<file path="src/rtl/reg_file_pkg.sv">
// Shared definitions for the multi-read-port register file: default widths,
// clear-sequencer state type and a packed-bus field extractor.
package reg_file_pkg;

    localparam int DATA_W_DEF = 32;
    localparam int DEPTH_DEF  = 32;
    localparam int ADDR_W_DEF = 5;

    // Widest packed bus the field extractor accepts (NUM_RD * width).
    localparam int BUS_MAX_W  = 256;

    typedef enum logic {
        RF_CLEAR,
        RF_READY
    } rf_state_e;

    // Returns field idx of a packed bus; the caller truncates to its width.
    function automatic logic [BUS_MAX_W-1:0] port_field(
        input logic [BUS_MAX_W-1:0] bus,
        input int unsigned          idx,
        input int unsigned          width
    );
        return bus >> (idx * width);
    endfunction

endpackage : reg_file_pkg

</file>
<file path="src/rtl/reg_file_rd_port.sv">
// One read port: zero-register, range check and optional write bypass
// (REG_FILE_BYPASS_EN), with registered data, finish pulse and error bit.
module reg_file_rd_port
    import reg_file_pkg::*;
#(
    parameter int DATA_W   = DATA_W_DEF,
    parameter int DEPTH    = DEPTH_DEF,
    parameter int ADDR_W   = ADDR_W_DEF,
    parameter int ZERO_REG = 1
) (
    input  logic              clk,
    input  logic              clrn,
    input  logic              en,
    input  logic              re,
    input  logic [ADDR_W-1:0] addr,
    input  logic [DATA_W-1:0] word,
`ifdef REG_FILE_BYPASS_EN
    input  logic              we_acc,
    input  logic [ADDR_W-1:0] write_addr,
    input  logic [DATA_W-1:0] write_data,
`endif
    output logic [DATA_W-1:0] read_data,
    output logic              read_finished,
    output logic              addr_err
);

    localparam logic [ADDR_W:0] DEPTH_LIM = (ADDR_W + 1)'(DEPTH);

    logic              acc;
    logic              in_range;
    logic              is_zero;
    logic [DATA_W-1:0] src_word;
    logic [DATA_W-1:0] sel_data;

    assign acc      = en & re;
    assign in_range = {1'b0, addr} < DEPTH_LIM;
    assign is_zero  = (ZERO_REG != 0) && (addr == '0);

`ifdef REG_FILE_BYPASS_EN
    // Same-cycle write to this address forwards the new value.
    assign src_word = (we_acc && (write_addr == addr)) ? write_data : word;
`else
    assign src_word = word;
`endif

    assign sel_data = (!in_range || is_zero) ? '0 : src_word;

    // NOTE: sequential state uses non-blocking assignments so every flop
    // samples pre-edge values regardless of process evaluation order.
    always_ff @(posedge clk or negedge clrn) begin
        if (!clrn) begin
            read_data     <= '0;
            read_finished <= 1'b0;
            addr_err      <= 1'b0;
        end else begin
            read_finished <= acc;
            addr_err      <= acc & ~in_range;
            if (acc) begin
                read_data <= sel_data;
            end
        end
    end

endmodule : reg_file_rd_port

</file>
<file path="src/rtl/reg_file_mp.sv">
// Multi-read-port register file with post-reset hardware clear, optional zero
// register and optional write-to-read bypass (macro REG_FILE_BYPASS_EN).
module reg_file_mp
    import reg_file_pkg::*;
#(
    parameter int DATA_W   = DATA_W_DEF,
    parameter int DEPTH    = DEPTH_DEF,
    parameter int ADDR_W   = ADDR_W_DEF,
    parameter int NUM_RD   = 2,
    parameter int ZERO_REG = 1
) (
    input  logic                     clk,
    input  logic                     clrn,
    output logic                     ready,
    input  logic [NUM_RD-1:0]        re,
    input  logic [NUM_RD*ADDR_W-1:0] read_addr,
    output logic [NUM_RD*DATA_W-1:0] read_data,
    output logic [NUM_RD-1:0]        read_finished,
    input  logic                     we,
    input  logic [ADDR_W-1:0]        write_addr,
    input  logic [DATA_W-1:0]        write_data,
    output logic                     write_finished,
    output logic                     addr_err
);

    localparam logic [ADDR_W-1:0] LAST_IDX  = ADDR_W'(DEPTH - 1);
    localparam logic [ADDR_W:0]   DEPTH_LIM = (ADDR_W + 1)'(DEPTH);

    rf_state_e         state, state_nxt;
    logic [ADDR_W-1:0] cnt, cnt_nxt;
    logic [DATA_W-1:0] regs [DEPTH];

    logic              wr_acc;
    logic              wr_in_range;
    logic              wr_zero;
    logic              wr_commit;
    logic              wr_fin_q;
    logic              wr_err_q;
    logic [NUM_RD-1:0] rd_err;

    always_ff @(posedge clk or negedge clrn) begin
        if (!clrn) begin
            state <= RF_CLEAR;
            cnt   <= '0;
        end else begin
            state <= state_nxt;
            cnt   <= cnt_nxt;
        end
    end

    // NOTE: defaults first, so no path through this block leaves a signal
    // unassigned and no latch is inferred.
    always_comb begin
        state_nxt = state;
        cnt_nxt   = cnt;
        if (state == RF_CLEAR) begin
            cnt_nxt = cnt + ADDR_W'(1);
            if (cnt == LAST_IDX) begin
                state_nxt = RF_READY;
                cnt_nxt   = '0;
            end
        end
    end

    assign ready       = (state == RF_READY);
    assign wr_acc      = ready & we;
    assign wr_in_range = {1'b0, write_addr} < DEPTH_LIM;
    assign wr_zero     = (ZERO_REG != 0) && (write_addr == '0);
    assign wr_commit   = wr_acc & wr_in_range & ~wr_zero;

    // NOTE: the array has no reset branch; the clear sequencer zeroes it one
    // entry per cycle, which keeps it mappable to plain RAM/flop arrays.
    always_ff @(posedge clk) begin
        if (state == RF_CLEAR) begin
            regs[cnt] <= '0;
        end else if (wr_commit) begin
            regs[write_addr] <= write_data;
        end
    end

    always_ff @(posedge clk or negedge clrn) begin
        if (!clrn) begin
            wr_fin_q <= 1'b0;
            wr_err_q <= 1'b0;
        end else begin
            wr_fin_q <= wr_acc;
            wr_err_q <= wr_acc & ~wr_in_range;
        end
    end

    assign write_finished = wr_fin_q;
    assign addr_err       = wr_err_q | (|rd_err);

    for (genvar i = 0; i < NUM_RD; i++) begin : g_rd
        logic [ADDR_W-1:0] rd_addr;

        assign rd_addr = ADDR_W'(port_field(BUS_MAX_W'(read_addr), i, ADDR_W));

        reg_file_rd_port #(
            .DATA_W   (DATA_W),
            .DEPTH    (DEPTH),
            .ADDR_W   (ADDR_W),
            .ZERO_REG (ZERO_REG)
        ) u_rd_port (
            .clk           (clk),
            .clrn          (clrn),
            .en            (ready),
            .re            (re[i]),
            .addr          (rd_addr),
            .word          (regs[rd_addr]),
`ifdef REG_FILE_BYPASS_EN
            .we_acc        (wr_acc),
            .write_addr    (write_addr),
            .write_data    (write_data),
`endif
            .read_data     (read_data[i*DATA_W +: DATA_W]),
            .read_finished (read_finished[i]),
            .addr_err      (rd_err[i])
        );
    end

endmodule : reg_file_mp

</file>
<file path="config.mk">
export PLATFORM = sky130hd
export DESIGN_NAME = reg_file_mp
export DESIGN_NICKNAME = d
export VERILOG_FILES = /design/src/rtl/reg_file_pkg.sv /design/src/rtl/reg_file_rd_port.sv /design/src/rtl/reg_file_mp.sv
export SDC_FILE = /design/constraint.sdc
export NUM_CORES = 1
export LEC_CHECK = 0
export CAP_MARGIN = 10
export CORE_AREA = 2 2 344 346
export DETAILED_ROUTE_END_ITERATION = 8
export DIE_AREA = 0 0 346 348
export PLACE_DENSITY = 0.59
export SYNTH_ARGS = -nofsm -noshare
export SYNTH_HDL_FRONTEND = slang
export SYNTH_HIERARCHICAL = 1
export SYNTH_SLANG_ARGS = --single-unit
</file>
<file path="constraint.sdc">
create_clock -name clk -period 6.79 [get_ports clk]
set_input_delay 1.6975 -clock clk [delete_from_list [all_inputs] [get_ports clk]]
set_output_delay 1.6975 -clock clk [all_outputs]
set_load 0.005 [all_outputs]
</file>
# --- Word level (Yosys, flattened, before mapping) ---
# Memory sizes are Yosys's and may differ from the RTL's.
# Cells that the tools add are included.
word_totals:
  register_bits: 73
  ramBits: 1024
  input_bits: 52
  elab_cells: 31
  memories: 1
memory_table:
  columns: ["memory", "depth", "width", "read_ports", "rd_ports_with_merged_regs", "write_ports", "line", "text"]
  rows:
  - ["regs", 32, 32, 2, 0, 1, "reg_file_mp.sv:31", "logic [DATA_W-1:0] regs [DEPTH];"]
op_classes:
  n_addsub: 1
  n_eq_ne: 1
  mux: 12
  n_bitwise: 5
  reduce_logical: 4
op_table:
  columns: ["operator", "count"]
  rows:
  - ["$mux W32", 3]
  - ["$reduce_or A32 Y1", 1]
  - ["$logic_not A5 Y1", 3]
  - ["$mux W5", 2]
  - ["$mux W1", 7]
  - ["$add A5 B1 Y5 const B", 1]
  - ["$eq A5 B5 Y1 const B", 1]
  - ["$and A1 B1 Y1", 4]
  - ["$not A1 Y1", 1]

# --- Depth between registers and ports, before layout ---
depth:
  ltp_word: 8
  mapped_depth: 10
  ltp_nobuf: 7

# --- Modules after synthesis ---
# The synthesis kept the hierarchy.
modules_own_cells:
  columns: ["module", "instances", "cells_per_inst", "area_per_inst_um2", "seq_area_each_um2"]
  rows:
  - ["reg_file_mp", 1, 3481, 49488.7, 30924.7]
  - ["reg_file_rd_port", 2, 144, 1337.5, 825.8]

# --- Least setup slack after synthesis ---
# Ideal clock, no wire load.
synth_path:
  path_kind: "input -> register"
  startpoint: "in write_addr[2]"
  endpoint: "mem regs[29][0] in the netlist's numbering, enable pin"
  setup_ps: 421
  arrival_time_ps: 3956
  required_ps: 6369
  path_slack_ps: 2413
  path_stages: 7
  path_buffers: 2
  path_cell_list: "buf_2 > nor3_2 > a21oi_4 > mux2i_1 > nand2b_1 > buf_2 > nor2_1"
synth_between:
  elab_chain_len: 8
  elab_cells_between_ends: 9
  classes_between: "mux: 5; bitwise: 2; reduce/logical: 2"
synth_lines:
  columns: ["element", "line", "text"]
  rows:
  - ["from (decl)", "reg_file_mp.sv:20", "input logic [ADDR_W-1:0] write_addr,"]
  - ["$logic_not A5 Y1", "reg_file_mp.sv:68", "assign wr_zero = (ZERO_REG != 0) && (write_addr == '0);"]
  - ["$not A1 Y1", "reg_file_mp.sv:69", "assign wr_commit = wr_acc & wr_in_range & ~wr_zero;"]
  - ["$and A1 B1 Y1", "reg_file_mp.sv:69", null]
  - ["$mux W1", "reg_file_mp.sv:76", "end else if (wr_commit) begin"]
  - ["$mux W1", "reg_file_mp.sv:74", "if (state == RF_CLEAR) begin"]
  - ["$mux W1 (not written as such)", "reg_file_mp.sv:77", "regs[write_addr] <= write_data;"]
  - ["$reduce_or A32 Y1 (no line)", null, null]
  - ["$mux W5 (no line) / $mux W1 (equally long branches)", null, null]
  - ["to (decl)", "reg_file_mp.sv:31", null]
# Parallel ways exist; a longest one is shown, timed or not.

# --- Final worst setup path ---
layout_path:
  startpoint: "in write_addr[2]"
  endpoint: "mem regs[9][5] in the netlist's numbering, enable pin"
# The elaborated chain is that of the path after synthesis.

==> metrics <==
status complete, no violations; NetSw 0.00365 W; Static Leak 23.1 nW; Setup-failing EPs final 0; clock buffer depth 3; Seq pwr share 0.499; most common flop cell mapped by yosys edfxtp_1; data arrival time of the worst path 4.75 ns; Ports 121; die area 0.120 mm2; multi-input combinational cell area 0.0182 mm2; final worst path period share 0.650; CP endpoint kind flop; Synth cell types 42; Port Buf Inserts 119; highest clock rate 227 MHz; GPL Wtd Cong 0.833; vias after detailed routing 34700; fin nets 3902; R2R Setup Slk 3.36 ns; Max-slew headroom 0.0737; # rows 126; pin count of the biggest net entering global routing 118; Final Critical Period 4.41 ns; Worst Hold Margin 0.520 ns; Worst Skew 0.0254 ns; worst-path fanout max 19; Initial DRC Count 4107; RSZ-0062 raised after global routing false; number of max-cap violations 0; Clk pwr share 0.407; CP startpoint kind primary input; CTS tree done; gr ovfl total 0; Avg Vias per Cell 6.32; CTS resizes 0; gate count of the mapped netlist 3769; combinational power share 0.094; register area share after synthesis 0.624; post-route DRC violation count 0; HP Class flop to flop; Synth Net Count 3823; Worst R2R Path Depth 7; Setup crit end regs[9][5]$_DFFE_PP_; Worst-Margin Slew 1.39 ns; Async SR Flop Fraction 0.0665; Post-synth EDFFs 1024; Pre-Repair DR Iteration Count 5; pwr/cell area 257 mW/mm2; Post CTS Setup Buffer Count 0; first-pass GRT wire length 244000 um; Mapped Area 0.0522 mm2; RR Endpoint regs[9][5]$_DFFE_PP_; vias in the first global route 33900; Worst EP required 7.12 ns; mean area per synthesized cell 13.8 um2; Slew Limit Fails 0; Yosys warnings 6; worst r2r src ready$_DFF_PN0_; routed len/inst 31.5 um; Initial Utilization 0.446; Area Overhead vs Synth 12.9%; Hold Violations, Final 0; Clock Latency Late Sink 0.71 ns; overall global routing resource usage 0.281; register bit total from synthesis 1097; Fin Setup TNS 0 ns; dpl ws 1.70 ns; die width 346 um; die height 348 um; Worst-path clk slew 0.06 ns; Crit. Startpoint write_addr[2]; Placeable Area 0.117 mm2; share of cells above drive strength 1 0.0888; H-tree depth 3; register area 0.0326 mm2; CTS sink cnt 1097; final wirelength 173000 um; Crit Path Class primary input to flop; P_int 0.0115 W; # fillers 10100; TritonCTS Buffers 118; VDD IR max 238 uV; Final HPWL DP 101000 um; antenna violations before repair 1; DRT antenna net count 0; sw frac 0.241; CTS root buf clkbuf_16; Post-CTS Hold Buffers 0; setup slack after layout 2.38 ns
-- synth_stat cells (2+ instances only) --
cell | n | area share
mux2i_1 | 1025 | 0.20
edfxtp_1 | 1024 | 0.59
nand2_1 | 335 | 0.024
a21oi_1 | 256 | 0.025
nand3_1 | 194 | 0.019
a22oi_1 | 192 | 0.028
a22o_1 | 130 | 0.022
clkbuf_1 | 87 | 0.0063
buf_2 | 84 | 0.0081
dfrtp_1 | 73 | 0.035
nor3_1 | 66 | 0.0063
a31oi_1 | 65 | 0.0078
buf_4 | 54 | 0.0078
buf_6 | 44 | 0.0095
and2_1 | 34 | 0.0041
nor2_1 | 31 | 0.0022
nor2_2 | 9 | 0.0011
buf_1 | 7 | 0.00050
nand2b_1 | 7 | 0.00084
nor2b_1 | 7 | 0.00084
o21ai_0 | 6 | 0.00058
a21oi_2 | 4 | 0.00067
clkbuf_4 | 4 | 0.00058
or2_2 | 4 | 0.00048
inv_1 | 3 | 0.00022
a32oi_1 | 2 | 0.00034
conb_1 | 2 | 0.00014
ha_1 | 2 | 0.00048
mux2_2 | 2 | 0.00043
nor3_4 | 2 | 0.00062
o32ai_1 | 2 | 0.00034
or4_4 | 2 | 0.00043
-- stage by stage --
stage,util,cell area [um2],power [W],cells
after detailed placement,0.472,55200,0.00908,5262
after global placement,0.472,55200,0.00908,5261
after global routing,0.503,58900,0.0155,5489
after floorplan,-,52200,0.00846,3769
after CTS,0.503,58800,0.0151,5487
final,0.503,58900,0.0151,5490
-- cells in the final DEF, fill, tap and decap left out, types with 3 or more instances in the layout --
master	n
buf_4	85
nand3_1	194
nor2_4	34
bufinv_16	3
clkinv_1	24
a21oi_1	256
mux2i_1	1025
nor2b_4	4
a31oi_1	65
clkbuf_1	42
clkbuf_16	122
nor3_1	66
nor2b_1	3
buf_8	4
nand2b_2	4
a22oi_1	192
a21oi_2	4
nor2_1	5
buf_12	33
clkbuf_8	8
a22o_1	130
o21ai_0	6
dfrtp_1	73
nand2_1	331
inv_2	3
nand2b_1	3
and2_1	31
clkinv_2	22
clkdlybuf4s50_1	116
or2_2	4
nand2_2	4
edfxtp_1	1024
-- critical path, cell delays in order --
cell and delay [ns]:
clkdlybuf4s50_1 0.64, nor3_2 0.12, a21oi_4 0.19, mux2i_1 0.29, nand2b_1 0.50, nor2_4 0.72, buf_4 0.54
-- routing by layer --
layer	global-route usage	share of wire
met3	0.0472	0.088
met2	0.431	0.45
met1	0.408	0.44
met5	0	0.000075
met4	0.0881	0.029
-- how the worst min path moves through the flow --
stage,start,to,slack (ns),cells after the start
finish,g_rd[1].u_rd_port/read_data[0]$_DFFE_PN0P_,g_rd[1].u_rd_port/read_data[0]$_DFFE_PN0P_,0.52,2
global route,g_rd[0].u_rd_port/read_data[10]$_DFFE_PN0P_,g_rd[0].u_rd_port/read_data[10]$_DFFE_PN0P_,0.54,2
CTS,g_rd[0].u_rd_port/read_data[7]$_DFFE_PN0P_,g_rd[0].u_rd_port/read_data[7]$_DFFE_PN0P_,0.52,2
detailed placement,g_rd[0].u_rd_port/read_data[7]$_DFFE_PN0P_,g_rd[0].u_rd_port/read_data[7]$_DFFE_PN0P_,0.51,2
global placement,g_rd[0].u_rd_port/read_data[23]$_DFFE_PN0P_,g_rd[0].u_rd_port/read_data[23]$_DFFE_PN0P_,0.51,2
floorplan,g_rd[0].u_rd_port/read_data[10]$_DFFE_PN0P_,g_rd[0].u_rd_port/read_data[10]$_DFFE_PN0P_,0.52,2
-- registers in the layout, indices dropped and copies added (netlist names) --
signal	cells
regs	1024
g_rd.u_rd_port/read_data	64
cnt	5
g_rd.u_rd_port/read_finished	2
ready	1
write_finished	1
-- power by group through the flow --
stage / Sequential [W] / Clock [W] / Combinational, W
after detailed placement: 0.00768 / 0 / 0.00140
after global routing: 0.00755 / 0.00647 / 0.00150
after floorplan: 0.00765 / 0 / 0.000816
final: 0.00755 / 0.00615 / 0.00142
after global placement: 0.00768 / 0 / 0.00140
after CTS: 0.00754 / 0.00620 / 0.00140
-- final cells by class --
cell class              instances  area share
clock inverters                53     0.00563
clock buffers                 172      0.0564
flip-flops and latches       1097       0.553
multi-input cells            2388       0.308
well taps                    1536      0.0326
repair buffers                239      0.0433
inverters                       4    0.000255
diodes                          1   0.0000425
-- cell families (layout without fill, tap and decap cells) --
logic type,count (synthesis),in the layout,synth area share
buffers and inverters,284,468,0.0330
AO/OA/AOI/OAI,661,661,0.0844
other,2,3,0.000144
AND/OR/NAND/NOR,696,696,0.0604
adder cells (fa/ha/maj),2,2,0.000480
flip-flops,1097,1097,0.624
multiplexers,1027,1027,0.197
(Power assumes the default switching activity.)
